File: src/rtl/hash_collector.sv
// First-word-fall-through collector for 128-bit hashes with overflow detection and a saturating drop counter.
// Optional build macro HASH_DEDUP_EN suppresses an incoming hash equal to the last accepted one.
module hash_collector #(
  parameter int DEPTH      = 16,
  parameter int DROP_CNT_W = 16
) (
  input  logic                    clk,
  input  logic                    rst,
  input  logic                    i_valid,
  input  logic [127:0]            i_hash,
  output logic                    o_valid,
  output logic [127:0]            o_hash,
  input  logic                    i_ready,
  output logic [$clog2(DEPTH):0]  o_level,
  output logic                    o_overflow,
  input  logic                    i_clear_overflow,
  output logic [DROP_CNT_W-1:0]   o_drop_count
);

  localparam int PTR_W = $clog2(DEPTH);
  localparam int LVL_W = PTR_W + 1;

  logic [127:0]            mem_q [DEPTH];
  logic [PTR_W-1:0]        wr_ptr_q, wr_ptr_d, rd_ptr_q, rd_ptr_d, rd_next;
  logic [LVL_W-1:0]        level_q, level_d;
  logic                    valid_q, valid_d;
  logic [127:0]            hash_q, hash_d;
  logic                    overflow_q, overflow_d;
  logic [DROP_CNT_W-1:0]   drop_cnt_q, drop_cnt_d, drop_base;
  logic                    in_valid, full, push, pop, drop;
`ifdef HASH_DEDUP_EN
  logic [127:0]            last_hash_q, last_hash_d;
  logic                    last_v_q, last_v_d;
`endif

  always_comb begin
`ifdef HASH_DEDUP_EN
    in_valid = i_valid && !(last_v_q && (i_hash == last_hash_q));
`else
    in_valid = i_valid;
`endif
    pop      = valid_q && i_ready;
    full     = (level_q == LVL_W'(DEPTH));
    push     = in_valid && (!full || pop);
    drop     = in_valid && full && !pop;
    rd_next  = rd_ptr_q + PTR_W'(1);
    wr_ptr_d = push ? wr_ptr_q + PTR_W'(1) : wr_ptr_q;
    rd_ptr_d = pop ? rd_next : rd_ptr_q;

    level_d = level_q;
    case ({push, pop})
      2'b10:   level_d = level_q + LVL_W'(1);
      2'b01:   level_d = level_q - LVL_W'(1);
      default: level_d = level_q;
    endcase
    valid_d = (level_d != '0);

    // The head register always mirrors mem_q[rd_ptr_q]; an empty FIFO bypasses the array.
    hash_d = hash_q;
    if (pop) begin
      if (level_q > LVL_W'(1)) hash_d = mem_q[rd_next];
      else if (push)           hash_d = i_hash;
    end else if (!valid_q && push) begin
      hash_d = i_hash;
    end

    // A drop in the same cycle as a clear wins, leaving a count of one.
    drop_base  = i_clear_overflow ? '0 : drop_cnt_q;
    drop_cnt_d = (drop && !(&drop_base)) ? drop_base + DROP_CNT_W'(1) : drop_base;
    overflow_d = drop || (overflow_q && !i_clear_overflow);

`ifdef HASH_DEDUP_EN
    last_hash_d = push ? i_hash : last_hash_q;
    last_v_d    = push || last_v_q;
`endif
  end

  // NOTE: the storage array has no reset; every entry is written before the head can expose it.
  always_ff @(posedge clk) begin
    if (push) mem_q[wr_ptr_q] <= i_hash;
  end

  // NOTE: sequential state uses non-blocking assignments only, so every flop samples pre-edge values.
  always_ff @(posedge clk or negedge rst) begin
    if (!rst) begin
      wr_ptr_q   <= '0;
      rd_ptr_q   <= '0;
      level_q    <= '0;
      valid_q    <= 1'b0;
      hash_q     <= '0;
      overflow_q <= 1'b0;
      drop_cnt_q <= '0;
`ifdef HASH_DEDUP_EN
      last_hash_q <= '0;
      last_v_q    <= 1'b0;
`endif
    end else begin
      wr_ptr_q   <= wr_ptr_d;
      rd_ptr_q   <= rd_ptr_d;
      level_q    <= level_d;
      valid_q    <= valid_d;
      hash_q     <= hash_d;
      overflow_q <= overflow_d;
      drop_cnt_q <= drop_cnt_d;
`ifdef HASH_DEDUP_EN
      last_hash_q <= last_hash_d;
      last_v_q    <= last_v_d;
`endif
    end
  end

  assign o_valid      = valid_q;
  assign o_hash       = hash_q;
  assign o_level      = level_q;
  assign o_overflow   = overflow_q;
  assign o_drop_count = drop_cnt_q;

endmodule

File: config.mk
export PLATFORM = sky130hd
export DESIGN_NAME = hash_collector
export DESIGN_NICKNAME = d
export VERILOG_FILES = /design/src/rtl/hash_collector.sv
export SDC_FILE = /design/constraint.sdc
export NUM_CORES = 2
export LEC_CHECK = 0
export CAP_MARGIN = 20
export CELL_PAD_IN_SITES_DETAIL_PLACEMENT = 1
export CELL_PAD_IN_SITES_GLOBAL_PLACEMENT = 1
export CORE_UTILIZATION = 30
export CTS_CLUSTER_DIAMETER = 150
export CTS_CLUSTER_SIZE = 28
export DETAILED_ROUTE_END_ITERATION = 8
export GPL_TIMING_DRIVEN = 0
export PLACE_DENSITY_LB_ADDON = 0.08
export SYNTH_ARGS = -nofsm -noshare
export SYNTH_HDL_FRONTEND = slang
export SYNTH_SLANG_ARGS = --single-unit
File: constraint.sdc
create_clock -name clk -period 19.6 [get_ports clk]
set_clock_uncertainty 0.2 [all_clocks]
set_input_delay 3.92 -clock clk [delete_from_list [all_inputs] [get_ports clk]]
set_output_delay 3.92 -clock clk [all_outputs]
set_load 0.005 [all_outputs]
==> flow_metrics.py <==
metrics = {
    "worst_setup_path": {
        "cpPeakStageDelay_ns": 0.87,
        "slowest_stage": "nor3_2",
        "startpoint_type": "primary input",
        "worstSetupEndpointType": "flop",
        "worstSetupPathType": "in -> reg",
        "cp.required_ns": 19.88,
        "path_max_fanout": 10,
        "crit_top_cell": "buf_6",
        "cp.arrival_ns": 7.75,
        "worstPathCellList": "clkdlybuf4s50_1, and2_1, buf_2, inv_2, buf_2, a21boi_2, nand2_1, nor3_2, buf_6, buf_6, buf_6, buf_6, buf_8, buf_6",
    },
    "clocking": {
        "cts.clk_slew.worst_paths_ns": 0.11,
        "post_cts_resized": 0,
        "clock_sinks": 2207,
        "holdBufCountCts": 0,
        "cts-root-buf": "clkbuf_16",
        "numCtsBuffers": 89,
        "post_cts.repair.setup_buffers": 0,
        "insertion_delay_ns": 0.77,
        "tritoncts": "built",
        "cts_max_level": 3,
        "clk_path_buf_depth": 3,
    },
    "layout": {
        "multi_input_area_mm2": 0.0176,
        "final_common_cell": "edfxtp_1",
        "final_util_pct": 35.0,
        "final_layout_size_suffix_gt1_share_pct": 21.5,
        "layout_common_cells": "2048 x edfxtp_1, 512 x mux4_2, 282 x clkdlybuf4s50_1, 273 x nand2_1, 164 x clkbuf_1",
        "fill_cells": 26819,
        "finalInstanceArea_mm2": 0.0971,
        "fin_nets": 4452,
        "instances_no_fill": 8105,
        "area_growth_pct": 15.6,
        "seqCellArea_mm2": 0.0655,
    },
    "placement": {
        "post_dp_cell_area_mm2": 0.0944,
        "numPlacedInstances": 7920,
        "dpl_worst_slack_ns": 11.31,
        "port_buffers": 283,
        "routabilityCongestion": 0.687,
        "dp_hpwl_um": 168000,
    },
    "synth": {
        "synth-seq-area-share_pct": 77.9,
        "syn_area_mm2": 0.0841,
        "synth_seq_cells": 2207,
        "yosys_warnings": 0,
        "synth_nets": 3907,
        "ys_types": 55,
        "synth_area_per_cell_um2": 22.3,
        "postSynthCellCount": 3762,
    },
    "timing": {
        "final_max_slew_viol_count": 0,
        "fmax_mhz": 134,
        "setup_viol_count_final": 0,
        "relSlewSlack_pct": 25.7,
        "fin_ws_ns": 12.13,
        "min_period_ns": 7.47,
        "worst_pin_slew_ns": 1.11,
        "rsz0062_at_grt": "no",
        "post-route-period-util_pct": 38.1,
        "hold_viol": 0,
    },
    "route": {
        "drt_wl_total_um": 256000,
        "via_per_inst": 5.02,
        "via_count": 40652,
        "drt_pass1_iterations": 5,
        "postRouteAntennaNets": 0,
        "wire_per_inst_um": 31.5,
        "drc": 0,
        "initialDrtViolationCount": 3207,
    },
    "power": {
        "leakagePower_nw": 29.8,
        "power_mw": 14.3,
        "power.density_mw_per_mm2": 147,
        "ir_worst_vdd_mv": 0.127,
    },
    "die": {
        "start_util_pct": 30.3,
        "dieArea_mm2": 0.282,
        "ios": 284,
        "die_h_um": 531,
        "row_count": 193,
        "die_w_um": 531,
        "coreArea_mm2": 0.277,
    },
    "global_routing": {
        "antenna_found_initial": 50,
        "grt_pass1_wl_um": 359000,
        "grt_pass1_vias": 44057,
        "grt_overflow": 0,
        "grtUsageTotal_pct": 17.9,
        "grt_max_degree": 71,
    },
    "hold_path": {
        "hold_path.class": "reg -> reg",
    },
    "flow_run": {
        "maxCapViolations": 0,
    },
    "status": {
        "status": "completed",
    },
}
per-stage QoR:
step / hold WS, ns / TNS, ns
finish: 0.335 / 0
global route: 0.380 / 0
CTS: 0.349 / 0
detailed placement: 0.335 / 0
global placement: 0.316 / -6366.99
floorplan: 0.302 / 0
routing by layer:
| layer | vias up | GRT usage [%] | part of all wire [%] |
|---|---|---|---|
| met5 | - | 0 | 0.027 |
| met4 | 10 | 4.09 | 1.8 |
| met3 | 194 | 2.47 | 4.0 |
| met2 | 783 | 30.4 | 50 |
| met1 | 22703 | 24.4 | 44 |
| li1 | 16962 | - | - |
kinds of logic (layout without fill, tap and decap cells):
group                    Yosys count  after routing  synth area share [%]
other                              0             19                     0
multiplexers                     644            644                  15.3
AND/OR/NAND/NOR                  359            359                  1.80
adder cells (fa/ha/maj)           12             12                 0.179
AO/OA/AOI/OAI                    287            287                  3.32
flip-flops                      2207           2207                  77.9
buffers and inverters            233            852                  1.29
XOR/XNOR                          20             20                 0.217
registers in the layout (all words and copies together), names as in the netlist:
signal        flops
o_hash          128
o_valid           1
mem_q          2048
o_overflow        1
wr_ptr_q          4
rd_ptr_q          4
o_level           5
o_drop_count     16
Yosys cell counts, drive strengths merged:
cell / count / share of area [%]
and4: 2 / 0.021
nor3: 6 / 0.036
nor4bb: 1 / 0.030
or4: 1 / 0.0089
a22oi: 1 / 0.0089
mux2i: 129 / 1.5
mux4: 512 / 14
nand3: 11 / 0.071
a21oi: 4 / 0.024
or3b: 1 / 0.010
mux2: 3 / 0.040
or4b: 1 / 0.012
edfxtp: 2048 / 73
o31ai: 5 / 0.045
or3: 1 / 0.0074
a21o: 1 / 0.0089
buf: 124 / 0.80
ha: 12 / 0.18
o21a: 1 / 0.0089
dfrtp: 159 / 4.7
nor4: 2 / 0.015
nand4: 6 / 0.045
nand2b: 5 / 0.037
o221a: 128 / 1.7
and3b: 1 / 0.010
and4b: 1 / 0.012
and3: 6 / 0.045
a311oi: 1 / 0.010
nand2: 273 / 1.2
a2111oi: 3 / 0.040
a31oi: 5 / 0.045
nor2b: 8 / 0.060
o21bai: 2 / 0.018
a21boi: 2 / 0.022
xnor2: 17 / 0.19
a32oi: 129 / 1.3
xor2: 3 / 0.031
nor2: 28 / 0.13
or2: 2 / 0.015
inv: 9 / 0.040
o21ai: 5 / 0.030
and2: 3 / 0.022
clkbuf: 100 / 0.45
critical path: cells and delay by family:
family | cells | cell delay (ns)
AND/OR/NAND/NOR | 3 | 1.32
buffers and inverters | 10 | 2.04
AO/OA/AOI/OAI | 1 | 0.43
final cells by class:
| class | instances | share of cell area [%] |
|---|---|---|
| multi-input combinational | 1322 | 18.1 |
| clock inverter | 4 | 0.0580 |
| inverter | 9 | 0.0348 |
| sequential | 2207 | 67.4 |
| antenna | 19 | 0.0489 |
| buffer | 224 | 1.08 |
| tap | 3705 | 4.77 |
| timing repair buffer | 454 | 5.79 |
| clock buffer | 161 | 2.68 |
power breakdown:
group / switching [mW] / leakage, nW / total (mW) / internal [mW]
registers: 0.226 / 20.4 / 5.96 / 5.74
clock network: 1.49 / 1.26 / 2.41 / 0.921
logic: 3.46 / 8.21 / 5.94 / 2.47
total: 5.18 / 29.8 / 14.3 / 9.13
path summary, 6_finish.rpt:
path                       slack (ns)           end  cells past startpoint   startpoint
hold / removal                   0.33    o_overflow                      2   o_overflow
hold reg to reg                  0.33    o_overflow                      2   o_overflow
setup reg to reg                15.23    o_hash[59]                      8  rd_ptr_q[1]
min in group asynchronous        2.82    o_hash[13]                      1          rst
max in group asynchronous       15.43    o_hash[79]                      2          rst
setup / recovery                12.13  mem_q[1][82]                     14      i_ready
(Power assumes the default switching activity.)
